$ cat src/rtl/fetch_sequencer_if.sv
// Instruction-memory request/acknowledge bus between the fetch
// sequencer (master) and the instruction memory (slave).
interface fetch_sequencer_if #(
  parameter int ADDR_W = 32,
  parameter int DATA_W = 32
);
  logic              req;
  logic [ADDR_W-1:0] addr;
  logic              ack;
  logic [DATA_W-1:0] rdata;

  modport master (
    output req,
    output addr,
    input  ack,
    input  rdata
  );

  modport slave (
    input  req,
    input  addr,
    output ack,
    output rdata
  );
endinterface

$ cat src/rtl/fetch_sequencer.sv
// Fetch control: drives the PC loop, runs the imem handshake,
// holds words under stall, defers redirects and traps timeouts.
module fetch_sequencer #(
  parameter int ADDR_W   = 32,
  parameter int DATA_W   = 32,
  parameter int MAX_WAIT = 15
) (
  input  logic              clk,
  input  logic              rst,
  input  logic              start,
  input  logic [ADDR_W-1:0] pc,
  input  logic              stall,
  input  logic              br_taken,
  input  logic [ADDR_W-1:0] br_target,
  fetch_sequencer_if.master imem,
  output logic              pc_en,
  output logic              pc_branch_sel,
  output logic [ADDR_W-1:0] pc_branch_addr,
  output logic [DATA_W-1:0] instr,
  output logic              instr_valid,
  output logic              flush,
  output logic              timeout_err
);

  localparam logic [2:0] IDLE = 3'd0;
  localparam logic [2:0] REQ  = 3'd1;
  localparam logic [2:0] WAIT = 3'd2;
  localparam logic [2:0] HOLD = 3'd3;
  localparam logic [2:0] ADV  = 3'd4;
  localparam logic [2:0] ERR  = 3'd5;

  localparam int CW = $clog2(MAX_WAIT + 1);
  localparam logic [CW-1:0] CNT_LAST = CW'(MAX_WAIT - 1);

  logic [2:0]        state_q, state_d;
  logic              br_pending_q, br_pending_d;
  logic [ADDR_W-1:0] tgt_q, tgt_d;
  logic [CW-1:0]     wait_cnt_q, wait_cnt_d;
  logic [DATA_W-1:0] instr_q, instr_d;
  logic              in_fetch;
  logic              redirect;

  assign in_fetch = (state_q == REQ) || (state_q == WAIT);
  assign redirect = br_pending_q || br_taken;

  always_comb begin
    state_d      = state_q;
    br_pending_d = br_pending_q;
    tgt_d        = tgt_q;
    wait_cnt_d   = wait_cnt_q;
    instr_d      = instr_q;
    // a later branch overwrites an earlier deferred target
    if (br_taken && (in_fetch || state_q == HOLD)) begin
      br_pending_d = 1'b1;
      tgt_d        = br_target;
    end
    unique case (state_q)
      IDLE: begin
        if (start) begin
          state_d    = REQ;
          wait_cnt_d = '0;
        end
      end
      REQ, WAIT: begin
        if (imem.ack) begin
          instr_d = imem.rdata;
          if (redirect)   state_d = ADV;
          else if (stall) state_d = HOLD;
          else            state_d = ADV;
        end else if (wait_cnt_q == CNT_LAST) begin
          state_d = ERR;
        end else begin
          state_d    = WAIT;
          wait_cnt_d = wait_cnt_q + 1'b1;
        end
      end
      HOLD: begin
        if (br_taken || !stall) state_d = ADV;
      end
      ADV: begin
        state_d      = REQ;
        wait_cnt_d   = '0;
        br_pending_d = 1'b0;
      end
      ERR: begin
        state_d = ERR;
      end
      default: begin
        state_d = IDLE;
      end
    endcase
  end

  always_ff @(posedge clk or negedge rst) begin
    if (!rst) begin
      state_q      <= IDLE;
      br_pending_q <= 1'b0;
      tgt_q        <= '0;
      wait_cnt_q   <= '0;
      instr_q      <= '0;
    end else begin
      state_q      <= state_d;
      br_pending_q <= br_pending_d;
      tgt_q        <= tgt_d;
      wait_cnt_q   <= wait_cnt_d;
      instr_q      <= instr_d;
    end
  end

  always_comb begin
    imem.req       = 1'b0;
    imem.addr      = '0;
    pc_en          = 1'b0;
    pc_branch_sel  = 1'b0;
    pc_branch_addr = '0;
    instr_valid    = 1'b0;
    flush          = 1'b0;
    timeout_err    = 1'b0;
    unique case (state_q)
      REQ, WAIT: begin
        imem.req  = 1'b1;
        imem.addr = pc;
      end
      HOLD: begin
        instr_valid = 1'b1;
      end
      ADV: begin
        pc_en         = 1'b1;
        pc_branch_sel = redirect;
        flush         = redirect;
        instr_valid   = !redirect;
        if (redirect)
          pc_branch_addr = br_taken ? br_target : tgt_q;
      end
      ERR: begin
        timeout_err = 1'b1;
      end
      default: ;
    endcase
  end

  assign instr = instr_q;

endmodule
$ cat src/flat_wrapper.sv
// flat-port wrapper written by rule: the top's interface ports become plain ports
module fetch_sequencer_flat 
#(
  parameter int ADDR_W   = 32,
  parameter int DATA_W   = 32,
  parameter int MAX_WAIT = 15
)
  (clk, rst, start, pc, stall, br_taken, br_target, pc_en, pc_branch_sel, pc_branch_addr, instr, instr_valid, flush, timeout_err, imem_req, imem_addr, imem_ack, imem_rdata);
  fetch_sequencer_if #(.ADDR_W(ADDR_W), .DATA_W(DATA_W)) imem_i ();
  input  logic clk;
  input  logic rst;
  input  logic start;
  input  logic [ADDR_W-1:0] pc;
  input  logic stall;
  input  logic br_taken;
  input  logic [ADDR_W-1:0] br_target;
  output logic pc_en;
  output logic pc_branch_sel;
  output logic [ADDR_W-1:0] pc_branch_addr;
  output logic [DATA_W-1:0] instr;
  output logic instr_valid;
  output logic flush;
  output logic timeout_err;
  output wire logic [$bits(imem_i.req)-1:0] imem_req;
  output wire logic [$bits(imem_i.addr)-1:0] imem_addr;
  input wire logic [$bits(imem_i.ack)-1:0] imem_ack;
  input wire logic [$bits(imem_i.rdata)-1:0] imem_rdata;
  assign imem_req = imem_i.req;
  assign imem_addr = imem_i.addr;
  assign imem_i.ack = imem_ack;
  assign imem_i.rdata = imem_rdata;
  fetch_sequencer #(.ADDR_W(ADDR_W), .DATA_W(DATA_W), .MAX_WAIT(MAX_WAIT)) u_core (.clk(clk), .rst(rst), .start(start), .pc(pc), .stall(stall), .br_taken(br_taken), .br_target(br_target), .imem(imem_i), .pc_en(pc_en), .pc_branch_sel(pc_branch_sel), .pc_branch_addr(pc_branch_addr), .instr(instr), .instr_valid(instr_valid), .flush(flush), .timeout_err(timeout_err));
endmodule
$ cat config.mk
export PLATFORM = sky130hd
export DESIGN_NAME = fetch_sequencer_flat
export DESIGN_NICKNAME = d
export VERILOG_FILES = /design/src/rtl/fetch_sequencer_if.sv /design/src/rtl/fetch_sequencer.sv /design/src/flat_wrapper.sv
export SDC_FILE = /design/constraint.sdc
export NUM_CORES = 1
export LEC_CHECK = 0
export ABC_AREA = 1
export BUFFER_PORTS_ARGS = -buffer_cell sky130_fd_sc_hd__buf_2
export CAP_MARGIN = 15
export CORE_UTILIZATION = 45
export DETAILED_ROUTE_END_ITERATION = 6
export HOLD_SLACK_MARGIN = 0.06
export PLACE_DENSITY_LB_ADDON = 0.3
export SLEW_MARGIN = 20
export SYNTH_ARGS = -nofsm -noshare
export SYNTH_HDL_FRONTEND = slang
export SYNTH_SLANG_ARGS = --single-unit
$ cat constraint.sdc
create_clock -name clk -period 1.3 [get_ports clk]
set_input_delay 0.065 -clock clk [delete_from_list [all_inputs] [get_ports clk]]
set_output_delay 0.065 -clock clk [all_outputs]
set_load 0.1 [all_outputs]
==> results of run 1 <==
## through the flow
| step | std cells | util, % |
|---|---|---|
| CTS | 936 | 97.8 |
| detailed placement | 843 | 83.8 |
| global placement | 843 | 83.8 |
| floorplan | 529 | - |
## cells by family after synthesis
kind of cell / count (synthesis) / synth area share, %
xor+xnor: 2 / 0.464
flops: 72 / 47.7
buf+inv: 107 / 11.9
compound gates: 70 / 10.4
fa+ha+maj: 2 / 0.663
simple gates: 276 / 28.7
## Yosys cell counts (2+ instances only)
| library cell | instances | area share (%) |
|---|---|---|
| sky130_fd_sc_hd__o21ai_1 | 13 | 1.7 |
| sky130_fd_sc_hd__o21ai_0 | 10 | 1.3 |
| sky130_fd_sc_hd__buf_6 | 3 | 0.90 |
| sky130_fd_sc_hd__inv_1 | 75 | 7.5 |
| sky130_fd_sc_hd__clkbuf_1 | 6 | 0.60 |
| sky130_fd_sc_hd__nand2_1 | 219 | 22 |
| sky130_fd_sc_hd__nor2_1 | 44 | 4.4 |
| sky130_fd_sc_hd__buf_4 | 2 | 0.40 |
| sky130_fd_sc_hd__dfrtp_1 | 72 | 48 |
| sky130_fd_sc_hd__o21ai_2 | 10 | 2.3 |
| sky130_fd_sc_hd__buf_2 | 15 | 2.0 |
| sky130_fd_sc_hd__inv_2 | 5 | 0.50 |
| sky130_fd_sc_hd__ha_1 | 2 | 0.66 |
| sky130_fd_sc_hd__nand3_1 | 6 | 0.80 |
| sky130_fd_sc_hd__a21oi_1 | 34 | 4.5 |
## what timing repair did
action	4_1_cts
hold buffers	65
endpoints found under the hold margin	136
buffers inserted	14
gates resized for setup	24
endpoints found under the setup margin	138
pin swaps	9
cloned	6
==> results.py, run 1 <==
metrics = {
    "outcome": {
        "flow.stopped_at": "5_1_grt",
        "first-error": "[ERROR DPL-0038] Utilization greater than 100%, impossible to legalize",
        "run_status": "stopped before the end",
    },
    "floorplanning": {
        "boundaryPins": 204,
        "initial_utilization_pct": 46.2,
        "dieHeight_um": 93.6,
        "die_width_um": 93.6,
        "placementRows": 33,
    },
    "logic_synthesis": {
        "synth.lib_cells_used.distinct": 28,
        "synth_top_flop_cell": "sky130_fd_sc_hd__dfrtp_1",
        "syn-cell-area_sq_mm": 0.00377,
        "syn-num-nets": 633,
        "synth-async-reset-ratio_pct": 100,
        "synth_area_per_cell_sq_um": 7.13,
        "instance_count_of_the_mapped_netlist": 529,
        "yosysWarningCount": 0,
        "ys_seq_area_share_pct": 47.7,
        "synth_edf_count": 0,
        "yosys_register_bits": 72,
    },
    "sta": {
        "crit_endpoint": "pc_branch_addr[22]",
        "timing.repair.worst_endpoint_type": "primary output",
    },
    "cts": {
        "numClockSinks": 72,
        "ctsRootBufferMaster": "sky130_fd_sc_hd__clkbuf_8",
        "htreeDepth": 3,
        "cts_made_buffers": 9,
        "clock_path_buffers": 2,
    },
    "place": {
        "preCtsSetupSlack_ns": -0.125,
        "numPortBuffers": 203,
        "placedInstanceArea_sq_mm": 0.00685,
        "hpwl_mm": 9.23,
        "gp_routability_congestion": 0.828,
    },
    "grt": {
        "grt_start_max_net_pins": 73,
    },
}
==> inputs of run 2 (changes only) <==
Settings changed: CORE_UTILIZATION 45 to 32, HOLD_SLACK_MARGIN 0.06 to not set, PLACE_DENSITY_LB_ADDON 0.3 to 0.15.
==> results.py, run 2 <==
metrics = {
    "grt": {
        "globalRouteOverflowTotal": 0,
        "grt_start_max_net_pins": 73,
        "first_global_vias": 4625,
        "gr-usage-all-layers_pct": 22.1,
        "grt_antenna_before_repair": 1,
        "grt_pass1_wl_mm": 22.0,
    },
    "cts": {
        "worst_setup_hold_path_clk_slew_ns": 0.06,
        "numClockSinks": 72,
        "ctsRootBufferMaster": "sky130_fd_sc_hd__clkbuf_16",
        "tritoncts": "done",
        "clock_path_buffers": 2,
        "cts_made_buffers": 9,
        "worstSkewPairLatency_ns": 0.32,
        "htreeDepth": 3,
    },
    "floorplanning": {
        "floorplan.core_area_sq_mm": 0.0115,
        "initial_utilization_pct": 32.9,
        "floorplan.die_area_sq_mm": 0.0122,
        "boundaryPins": 204,
        "placementRows": 39,
        "die_width_um": 111,
        "dieHeight_um": 111,
    },
    "critical_path": {
        "timing.critical_path.arrival_ns": 1.68,
        "cpLargestDelayFamily": "buffers and inverters",
        "timing.critical_path.cells": "inv_2 > nand2_4 > nor2_4 > nand2_4 > clkbuf_16 > a21oi_4 > buf_12",
        "end_kind": "primary output",
        "worst-setup-path-type": "reg -> out",
        "worst_path_max_delay_cell": "sky130_fd_sc_hd__dfrtp_2",
        "delay_of_the_slowest_cell_on_the_worst_path_ns": 0.44,
        "critical_path.n_buffers_inverters": 3,
        "worstPathRequired_ns": 1.24,
        "most_frequent_cell_on_the_critical_path": "sky130_fd_sc_hd__nand2_4",
        "startpoint_type": "flop",
        "crit_path_max_fanout": 8,
    },
    "logic_synthesis": {
        "synth_top_flop_cell": "sky130_fd_sc_hd__dfrtp_1",
        "yosys_register_bits": 72,
        "instance_count_of_the_mapped_netlist": 529,
        "synth_top_cell_area_share_pct": 47.7,
        "synth_edf_count": 0,
        "synth_most_common_cell": "sky130_fd_sc_hd__nand2_1",
        "synth_largest_area_cell": "sky130_fd_sc_hd__dfrtp_1",
        "synth.lib_cells_used.distinct": 28,
        "syn-cell-area_sq_mm": 0.00377,
        "yosysWarningCount": 0,
        "ys_seq_area_share_pct": 47.7,
        "synth-async-reset-ratio_pct": 100,
        "syn-num-nets": 633,
        "synthTopCellsByCount": "sky130_fd_sc_hd__nand2_1, sky130_fd_sc_hd__inv_1, sky130_fd_sc_hd__dfrtp_1",
        "synth_area_per_cell_sq_um": 7.13,
        "netlist_top_cells_area": "sky130_fd_sc_hd__dfrtp_1, sky130_fd_sc_hd__nand2_1, sky130_fd_sc_hd__inv_1",
    },
    "outcome": {
        "run_status": "finished with violations",
        "violations": "negative hold slack, negative setup slack",
    },
    "routing": {
        "routed-wl-met3_um": 683,
        "antenna_left": 0,
        "drt_first_iter_violations": 290,
        "wl_met1_mm": 5.77,
        "post-route-drc-count": 0,
        "route.detailed.vias_per_inst": 4.70,
        "top_layer": "met5",
        "routed_wirelength_mm": 14.6,
        "vias": 4610,
        "wl_per_cell_um": 14.9,
        "wl_met2_mm": 7.96,
        "drt-pass1-iter-count": 4,
    },
    "place": {
        "placed_cells_incl_taps": 883,
        "numPortBuffers": 203,
        "hpwl_mm": 8.66,
        "gp_routability_congestion": 0.789,
    },
    "finish": {
        "layout_commonest_cell": "sky130_fd_sc_hd__nand2_1",
        "insertedDiodeCount": 0,
        "final_cell_mix": "sky130_fd_sc_hd__nand2_1, sky130_fd_sc_hd__buf_2, sky130_fd_sc_hd__buf_12, sky130_fd_sc_hd__inv_1, sky130_fd_sc_hd__dfrtp_1",
        "instances_no_fill": 980,
        "area_delta_synth_final_pct": 131,
        "num-nets-final": 937,
        "post_route_cells_drive_above_1_share_pct": 56.4,
    },
    "sta": {
        "final_hold_viol_count": 2,
        "tns_ns": -38.07,
        "fmaxAchievable_mhz": 572,
        "crit_share_post_route_pct": 134,
        "fin_hold_ws_ns": -0.00315,
        "final_max_slew_viol_count": 0,
        "worst_pin_slew_ns": 0.503,
        "report.final.setup_viol": 139,
        "final.setup_skew_ns": 0.00804,
        "timing.final.ws_setup_ns": -0.448,
        "grt_setup_unrepaired": "true",
        "max_slew_margin_pct": 66.7,
        "period_needed_ns": 1.75,
    },
    "hold_path": {
        "worstHoldPathType": "in -> reg",
    },
    "flow_run": {
        "maxCapViolCount": 0,
    },
}
run 2: cell counts after synthesis:
No cell type changed its count.
run 2: final timing paths:
check / start / endpoint / slack (ns) / depth (start not counted)
max: u_core.state_q[1]$_DFFE_PN0P_ / pc_branch_addr[19] / -0.45 / 7
min: br_target[28] / u_core.tgt_q[28]$_DFFE_PN0P_ / -0.003 / 3
max reg2reg: u_core.state_q[2]$_DFFE_PN0P_ / u_core.tgt_q[20]$_DFFE_PN0P_ / -0.24 / 8
min reg2reg: u_core.instr[14]$_DFFE_PN0P_ / u_core.instr[14]$_DFFE_PN0P_ / 0.48 / 2
max in group asynchronous: rst / u_core.state_q[0]$_DFFE_PN0P_ / 0.69 / 3
min in group asynchronous: rst / u_core.tgt_q[17]$_DFFE_PN0P_ / 0.29 / 3
run 2: through the flow:
stage / utilization [%] / hold slack [ns] / setup WS (ns) / cell area (sq um)
2_1_floorplan: - / -0.231 / -0.901 / 4450
6_report: 76.2 / -0.00315 / -0.448 / 8730
3_5_place_dp: 60.2 / 0.107 / -0.128 / 6910
4_1_cts: 71.1 / 0.0000297 / -0.456 / 8150
3_3_place_gp: 60.2 / 0.104 / -0.0678 / 6910
5_1_grt: 76.2 / 0.00379 / -0.513 / 8730
run 2: area by class of cell:
type                       instances  area [sq um]
multi-input combinational        350          2630
clock inverter                     5          58.8
sequential                        72          1800
clock buffer                      10           229
timing repair buffer             320          3520
fill                             767          2730
tap                              143           179
inverter                          80           317
run 2: cells by family after synthesis:
kind of cell	share of synthesized area, %
and+or+nand+nor	28.7
buffers and inverters	11.9
DFF	47.7
AOI/OAI and AO/OA	10.4
xor gates and xnor gates	0.464
adders and majority gates	0.663
run 2: worst reg2reg max path: stages, from the launching register on:
cell	delay, ns
sky130_fd_sc_hd__dfrtp_1	0.40
sky130_fd_sc_hd__inv_2	0.13
sky130_fd_sc_hd__buf_6	0.12
sky130_fd_sc_hd__buf_6	0.12
sky130_fd_sc_hd__nand3_4	0.18
sky130_fd_sc_hd__buf_6	0.18
sky130_fd_sc_hd__clkbuf_16	0.15
sky130_fd_sc_hd__nand2_2	0.06
sky130_fd_sc_hd__o21ai_1	0.07
run 2: repair_timing:
action,4_1_cts,5_1_grt
gates cloned,8,6
buffers inserted,15,10
gates resized for setup,42,147
hold buffers,51,1
hold endpoints to repair,122,1
pin swaps,5,25
endpoints found under the setup margin,127,142
run 2: routing by layer:
layer / vias to the layer above / GRT usage, %
li1: 2194 / -
met1: 2218 / 26.2
met2: 172 / 40.9
met3: 24 / 3.51
met4: 2 / 6.22
met5: - / 0
Power of run 2 is not shown: default switching activity piles up to over one toggle a cycle in this logic, so the estimate is an artifact.
==> inputs of run 3 (changes only) <==
--- a/config.mk
+++ b/config.mk
@@ -10,2 +10,3 @@
 export CAP_MARGIN = 15
+export CORE_MARGIN = 5
 export CORE_UTILIZATION = 32
--- a/constraint.sdc
+++ b/constraint.sdc
@@ -3,2 +3,2 @@
 set_output_delay 0.065 -clock clk [all_outputs]
-set_load 0.1 [all_outputs]
+set_load 0.02 [all_outputs]
==> results.py, run 3 (same netlist as run 2, synthesis figures left out) <==
metrics = {
    "outcome": {
        "run_status": "finished with violations",
        "violations": "negative setup slack",
    },
    "sta": {
        "tns_ns": -27.63,
        "crit_share_post_route_pct": 129,
        "fmaxAchievable_mhz": 596,
        "max_slew_margin_pct": 77.8,
        "final_max_slew_viol_count": 0,
        "period_needed_ns": 1.68,
        "timing.final.ws_setup_ns": -0.378,
        "final_hold_viol_count": 0,
        "worst_pin_slew_ns": 0.333,
        "fin_hold_ws_ns": 0.00639,
        "final.setup_skew_ns": 0.00634,
        "grt_setup_unrepaired": "true",
        "report.final.setup_viol": 136,
    },
    "cts": {
        "ctsRootBufferMaster": "sky130_fd_sc_hd__clkbuf_16",
        "cts_made_buffers": 9,
        "numClockSinks": 72,
        "clock_path_buffers": 2,
        "tritoncts": "done",
        "worst_setup_hold_path_clk_slew_ns": 0.06,
        "htreeDepth": 3,
        "worstSkewPairLatency_ns": 0.33,
    },
    "critical_path": {
        "startpoint_type": "flop",
        "reg2reg_depth": 7,
        "cp.depth": 7,
        "cpLargestDelayFamily": "flip-flops",
        "delay_of_the_slowest_cell_on_the_worst_path_ns": 0.43,
        "worst_path_max_delay_cell": "sky130_fd_sc_hd__dfrtp_2",
        "timing.critical_path.arrival_ns": 1.61,
        "most_frequent_cell_on_the_critical_path": "sky130_fd_sc_hd__nand2_4",
        "crit_startpoint": "u_core.state_q[0]$_DFFE_PN0P_",
        "critical_path.n_buffers_inverters": 3,
        "critical_path.reg2reg.startpoint": "u_core.state_q[0]$_DFFE_PN0P_",
        "end_kind": "primary output",
        "worst-setup-path-type": "reg -> out",
        "worstPathRequired_ns": 1.24,
        "crit_path_max_fanout": 12,
        "timing.critical_path.cells": "inv_2 > nand2_4 > nor2_4 > nand2_4 > buf_12 > a21oi_4 > buf_6",
    },
    "finish": {
        "instances_no_fill": 964,
        "final_cell_mix": "sky130_fd_sc_hd__nand2_1, sky130_fd_sc_hd__buf_2, sky130_fd_sc_hd__inv_1, sky130_fd_sc_hd__dfrtp_1, sky130_fd_sc_hd__buf_6",
        "num-nets-final": 921,
        "area_delta_synth_final_pct": 93.8,
        "post_route_cells_drive_above_1_share_pct": 43.4,
        "insertedDiodeCount": 0,
        "layout_commonest_cell": "sky130_fd_sc_hd__nand2_1",
    },
    "grt": {
        "grt_start_max_net_pins": 46,
        "grt_antenna_before_repair": 0,
        "gr-usage-all-layers_pct": 18.7,
        "first_global_vias": 4460,
        "grt_pass1_wl_mm": 21.7,
        "globalRouteOverflowTotal": 0,
    },
    "routing": {
        "routed_wirelength_mm": 13.9,
        "vias": 4408,
        "drt_first_iter_violations": 221,
        "antenna_left": 0,
        "post-route-drc-count": 0,
        "top_layer": "met4",
        "wl_per_cell_um": 14.4,
        "wl_met1_mm": 5.66,
        "drt-pass1-iter-count": 4,
        "wl_met2_mm": 7.01,
        "route.detailed.vias_per_inst": 4.57,
        "routed-wl-met3_um": 964,
    },
    "floorplanning": {
        "floorplan.die_area_sq_mm": 0.0141,
        "dieHeight_um": 119,
        "placementRows": 39,
        "boundaryPins": 204,
        "die_width_um": 119,
        "floorplan.core_area_sq_mm": 0.0115,
        "initial_utilization_pct": 32.9,
    },
    "hold_path": {
        "hold_depth": 3,
        "min_from": "br_target[24]",
        "worstHoldPathType": "in -> reg",
    },
    "power_and_ir_drop": {
        "worst_ir_drop_vdd_mv": 1.65,
        "p_leak_uw": 0.00379,
        "total_power_divided_by_cell_area_mw_per_mm2": 2190,
        "total_power_consumption_uw": 16000,
    },
    "place": {
        "gp_routability_congestion": 0.850,
        "hpwl_mm": 8.85,
        "preCtsSetupSlack_ns": -0.0366,
        "placed_cells_incl_taps": 879,
        "numPortBuffers": 203,
    },
    "flow_run": {
        "maxCapViolCount": 0,
    },
}
-- run 3: cell count changes in the layout (fill, tap and decap cells not counted), moves of 4 or more --
cell / change
sky130_fd_sc_hd__nand2_1: +79
sky130_fd_sc_hd__buf_12: -75
sky130_fd_sc_hd__buf_6: +58
sky130_fd_sc_hd__nand2_2: -46
sky130_fd_sc_hd__nand2_4: -33
sky130_fd_sc_hd__o21ai_2: -11
sky130_fd_sc_hd__o21ai_0: +8
sky130_fd_sc_hd__dlygate4sd3_1: +5
sky130_fd_sc_hd__buf_16: -4
sky130_fd_sc_hd__o21ai_1: +4
-- run 3: timing repair --
action / CTS / global route
pin swaps: 2 / 2
setup buffers: 4 / 5
resized for setup: 140 / 27
endpoints found under the hold margin: 127 / 1
setup endpoints to repair: 78 / 142
hold buffers: 56 / 1
cloned: 1 / 6
-- run 3: area by class of cell --
class / count / area (sq um)
tap: 143 / 179
timing repair buffer: 304 / 2580
inverter: 80 / 320
multi-input combinational: 350 / 2170
sequential: 72 / 1800
clock inverter: 4 / 22.5
fill: 864 / 4160
clock buffer: 11 / 233
-- run 3: final timing paths --
| kind | end | slack, ns |
|---|---|---|
| min in group asynchronous | u_core.tgt_q[9]$_DFFE_PN0P_ | 0.18 |
| max in group asynchronous | u_core.tgt_q[30]$_DFFE_PN0P_ | 0.63 |
| hold reg to reg | u_core.br_pending_q$_DFFE_PN0P_ | 0.47 |
| setup / recovery | pc_branch_addr[4] | -0.38 |
| setup reg to reg | u_core.tgt_q[3]$_DFFE_PN0P_ | -0.11 |
| hold / removal | u_core.tgt_q[24]$_DFFE_PN0P_ | 0.006 |
-- run 3: report_power, final --
| group | internal (uW) | total (uW) | leakage (uW) | switching [uW] |
|---|---|---|---|---|
| logic | 4390 | 9970 | 0.00277 | 5580 |
| clock network | 1270 | 2160 | 0.000125 | 895 |
| registers | 3290 | 3910 | 0.000897 | 614 |
-- run 3: worst min-delay path: stages --
cell	delay, ns
sky130_fd_sc_hd__buf_2	0.11
sky130_fd_sc_hd__inv_1	0.06
sky130_fd_sc_hd__o21ai_1	0.07
-- run 3: per-layer routing --
metal,global-route usage [%],up-vias
met5,0,-
met4,6.38,0
met3,4.68,23
met2,32.1,197
met1,22.8,2031
li1,-,2157
-- run 3: per-stage QoR --
step,utilization (%),instance area [sq um]
6_report,63.8,7310
5_1_grt,63.8,7310
4_1_cts,61.5,7060
3_5_place_dp,50.1,5750
3_3_place_gp,50.1,5750
2_1_floorplan,-,4410
No activity file was read; power rests on OpenSTA's default activity.
==> inputs of run 4 (changes only) <==
Settings changed: SKIP_LAST_GASP set to 1.
==> results.py, run 4 (same netlist as run 2, synthesis figures left out) <==
metrics = {
    "floorplanning": {
        "initial_utilization_pct": 32.9,
        "dieHeight_um": 119,
        "floorplan.core_area_sq_mm": 0.0115,
        "die_width_um": 119,
        "boundaryPins": 204,
        "floorplan.die_area_sq_mm": 0.0141,
        "placementRows": 39,
    },
    "power_and_ir_drop": {
        "p_leak_uw": 0.00374,
        "worst_ir_drop_vdd_mv": 1.54,
        "total_power_divided_by_cell_area_mw_per_mm2": 2200,
    },
    "critical_path": {
        "startpoint_type": "flop",
        "timing.critical_path.arrival_ns": 1.60,
        "crit-reg2reg-capture": "u_core.tgt_q[3]$_DFFE_PN0P_",
        "worstPathRequired_ns": 1.24,
        "crit_path_max_fanout": 12,
        "critical_path.reg2reg.startpoint": "u_core.state_q[0]$_DFFE_PN0P_",
        "reg2reg_depth": 7,
        "worst-setup-path-type": "reg -> out",
        "setup.reg_to_reg.worst_slack_ns": -0.08,
        "end_kind": "primary output",
    },
    "grt": {
        "first_global_vias": 4367,
        "grt_antenna_before_repair": 0,
        "grt_start_max_net_pins": 46,
        "grt_pass1_wl_mm": 21.4,
        "gr-usage-all-layers_pct": 18.5,
        "globalRouteOverflowTotal": 0,
    },
    "hold_path": {
        "timing.hold.worst_endpoint": "u_core.tgt_q[29]$_DFFE_PN0P_",
        "worstHoldPathType": "in -> reg",
        "hold_depth": 3,
        "min_from": "br_target[29]",
    },
    "routing": {
        "routed_wirelength_mm": 13.3,
        "post-route-drc-count": 0,
        "route.detailed.vias_per_inst": 4.50,
        "drt_first_iter_violations": 192,
        "vias": 4325,
        "wl_per_cell_um": 13.8,
        "drt-pass1-iter-count": 5,
        "antenna_left": 0,
    },
    "sta": {
        "final.setup_skew_ns": 0.00411,
        "final_hold_viol_count": 0,
        "tns_ns": -26.28,
        "report.final.setup_viol": 136,
        "grt_setup_unrepaired": "true",
        "final_max_slew_viol_count": 0,
        "worst_pin_slew_ns": 0.336,
        "crit_share_post_route_pct": 128,
        "period_needed_ns": 1.67,
        "fmaxAchievable_mhz": 599,
        "max_slew_margin_pct": 77.6,
        "timing.final.ws_setup_ns": -0.370,
    },
    "finish": {
        "post_route_cells_drive_above_1_share_pct": 43.8,
        "num-nets-final": 919,
        "utilization_pct": 61.8,
        "area_delta_synth_final_pct": 87.9,
        "finalInstanceArea_sq_mm": 0.00709,
        "final_cell_mix": "sky130_fd_sc_hd__nand2_1, sky130_fd_sc_hd__buf_2, sky130_fd_sc_hd__inv_1, sky130_fd_sc_hd__buf_4, sky130_fd_sc_hd__dfrtp_1",
        "insertedDiodeCount": 0,
        "layout_commonest_cell": "sky130_fd_sc_hd__nand2_1",
        "instances_no_fill": 962,
    },
    "place": {
        "hpwl_mm": 8.85,
        "placedInstanceArea_sq_mm": 0.00575,
        "preCtsSetupSlack_ns": -0.0366,
        "gp_routability_congestion": 0.850,
        "placed_cells_incl_taps": 879,
        "numPortBuffers": 203,
    },
    "cts": {
        "clock_path_buffers": 2,
        "worst_setup_hold_path_clk_slew_ns": 0.06,
        "ctsRootBufferMaster": "sky130_fd_sc_hd__clkbuf_16",
        "cts_made_buffers": 9,
        "htreeDepth": 3,
        "tritoncts": "done",
        "numClockSinks": 72,
        "worstSkewPairLatency_ns": 0.33,
    },
    "flow_run": {
        "maxCapViolCount": 0,
    },
    "outcome": {
        "run_status": "finished with violations",
        "violations": "negative setup slack",
    },
}
-- run 4: power by group --
part	switching (uW)	internal (uW)	leakage, uW	total [uW]
registers	605	3290	0.000897	3900
clock network	891	1270	0.000125	2160
logic	5460	4080	0.00271	9530
-- run 4: stage by stage --
| step | hold slack [ns] | power, uW |
|---|---|---|
| 2_1_floorplan | -0.231 | 9420 |
| 3_3_place_gp | -0.00512 | 11700 |
| 3_5_place_dp | -0.00782 | 11900 |
| 4_1_cts | 0.00153 | 15000 |
| 5_1_grt | 0.00552 | 16700 |
| 6_report | 0.00802 | 15600 |
-- run 4: worst max-delay path, cell delays in order (launching register included) --
cell and delay, ns:
sky130_fd_sc_hd__dfrtp_2 0.43, sky130_fd_sc_hd__inv_2 0.09, sky130_fd_sc_hd__nand2_4 0.06, sky130_fd_sc_hd__nor2_4 0.13, sky130_fd_sc_hd__nand2_4 0.11, sky130_fd_sc_hd__buf_12 0.18, sky130_fd_sc_hd__a21oi_4 0.11, sky130_fd_sc_hd__buf_4 0.15
-- run 4: final cells by class --
class | count | area [sq um]
Clock buffer | 11 | 233
Clock inverter | 4 | 22.5
Fill cell | 911 | 4380
Inverter | 80 | 318
Multi-Input combinational cell | 350 | 2170
Sequential cell | 72 | 1800
Tap cell | 143 | 179
Timing Repair Buffer | 302 | 2370
-- run 4: routing by layer --
layer | GRT usage (%) | wire (um) | vias to the layer above | part of all wire (%)
met2 | 31.3 | 6590 | 176 | 50
met1 | 22.9 | 5510 | 1975 | 42
li1 | - | - | 2153 | -
met5 | 0 | 0 | - | 0
met4 | 6.24 | 230 | 0 | 1.7
met3 | 4.78 | 940 | 21 | 7.1
-- run 4: what timing repair did --
action,CTS,global route
cloned,1,4
buffers inserted,4,4
hold endpoints to repair,127,1
pin swaps,2,5
endpoints found under the setup margin,78,142
resized for setup,81,37
hold buffers,56,1
-- run 4: worst max-delay path by stage --
stage	from	endpoint	slack, ns	cells past startpoint
2_1_floorplan	u_core.state_q[1]$_DFFE_PN0P_	pc_branch_addr[12]	-0.03	6
3_3_place_gp	u_core.state_q[0]$_DFFE_PN0P_	pc_branch_addr[13]	-0.01	7
3_5_place_dp	u_core.state_q[0]$_DFFE_PN0P_	pc_branch_addr[11]	-0.04	7
4_1_cts	u_core.state_q[1]$_DFFE_PN0P_	pc_branch_addr[1]	-0.37	7
5_1_grt	u_core.state_q[0]$_DFFE_PN0P_	pc_branch_addr[18]	-0.46	7
6_report	u_core.state_q[0]$_DFFE_PN0P_	pc_branch_addr[3]	-0.37	7
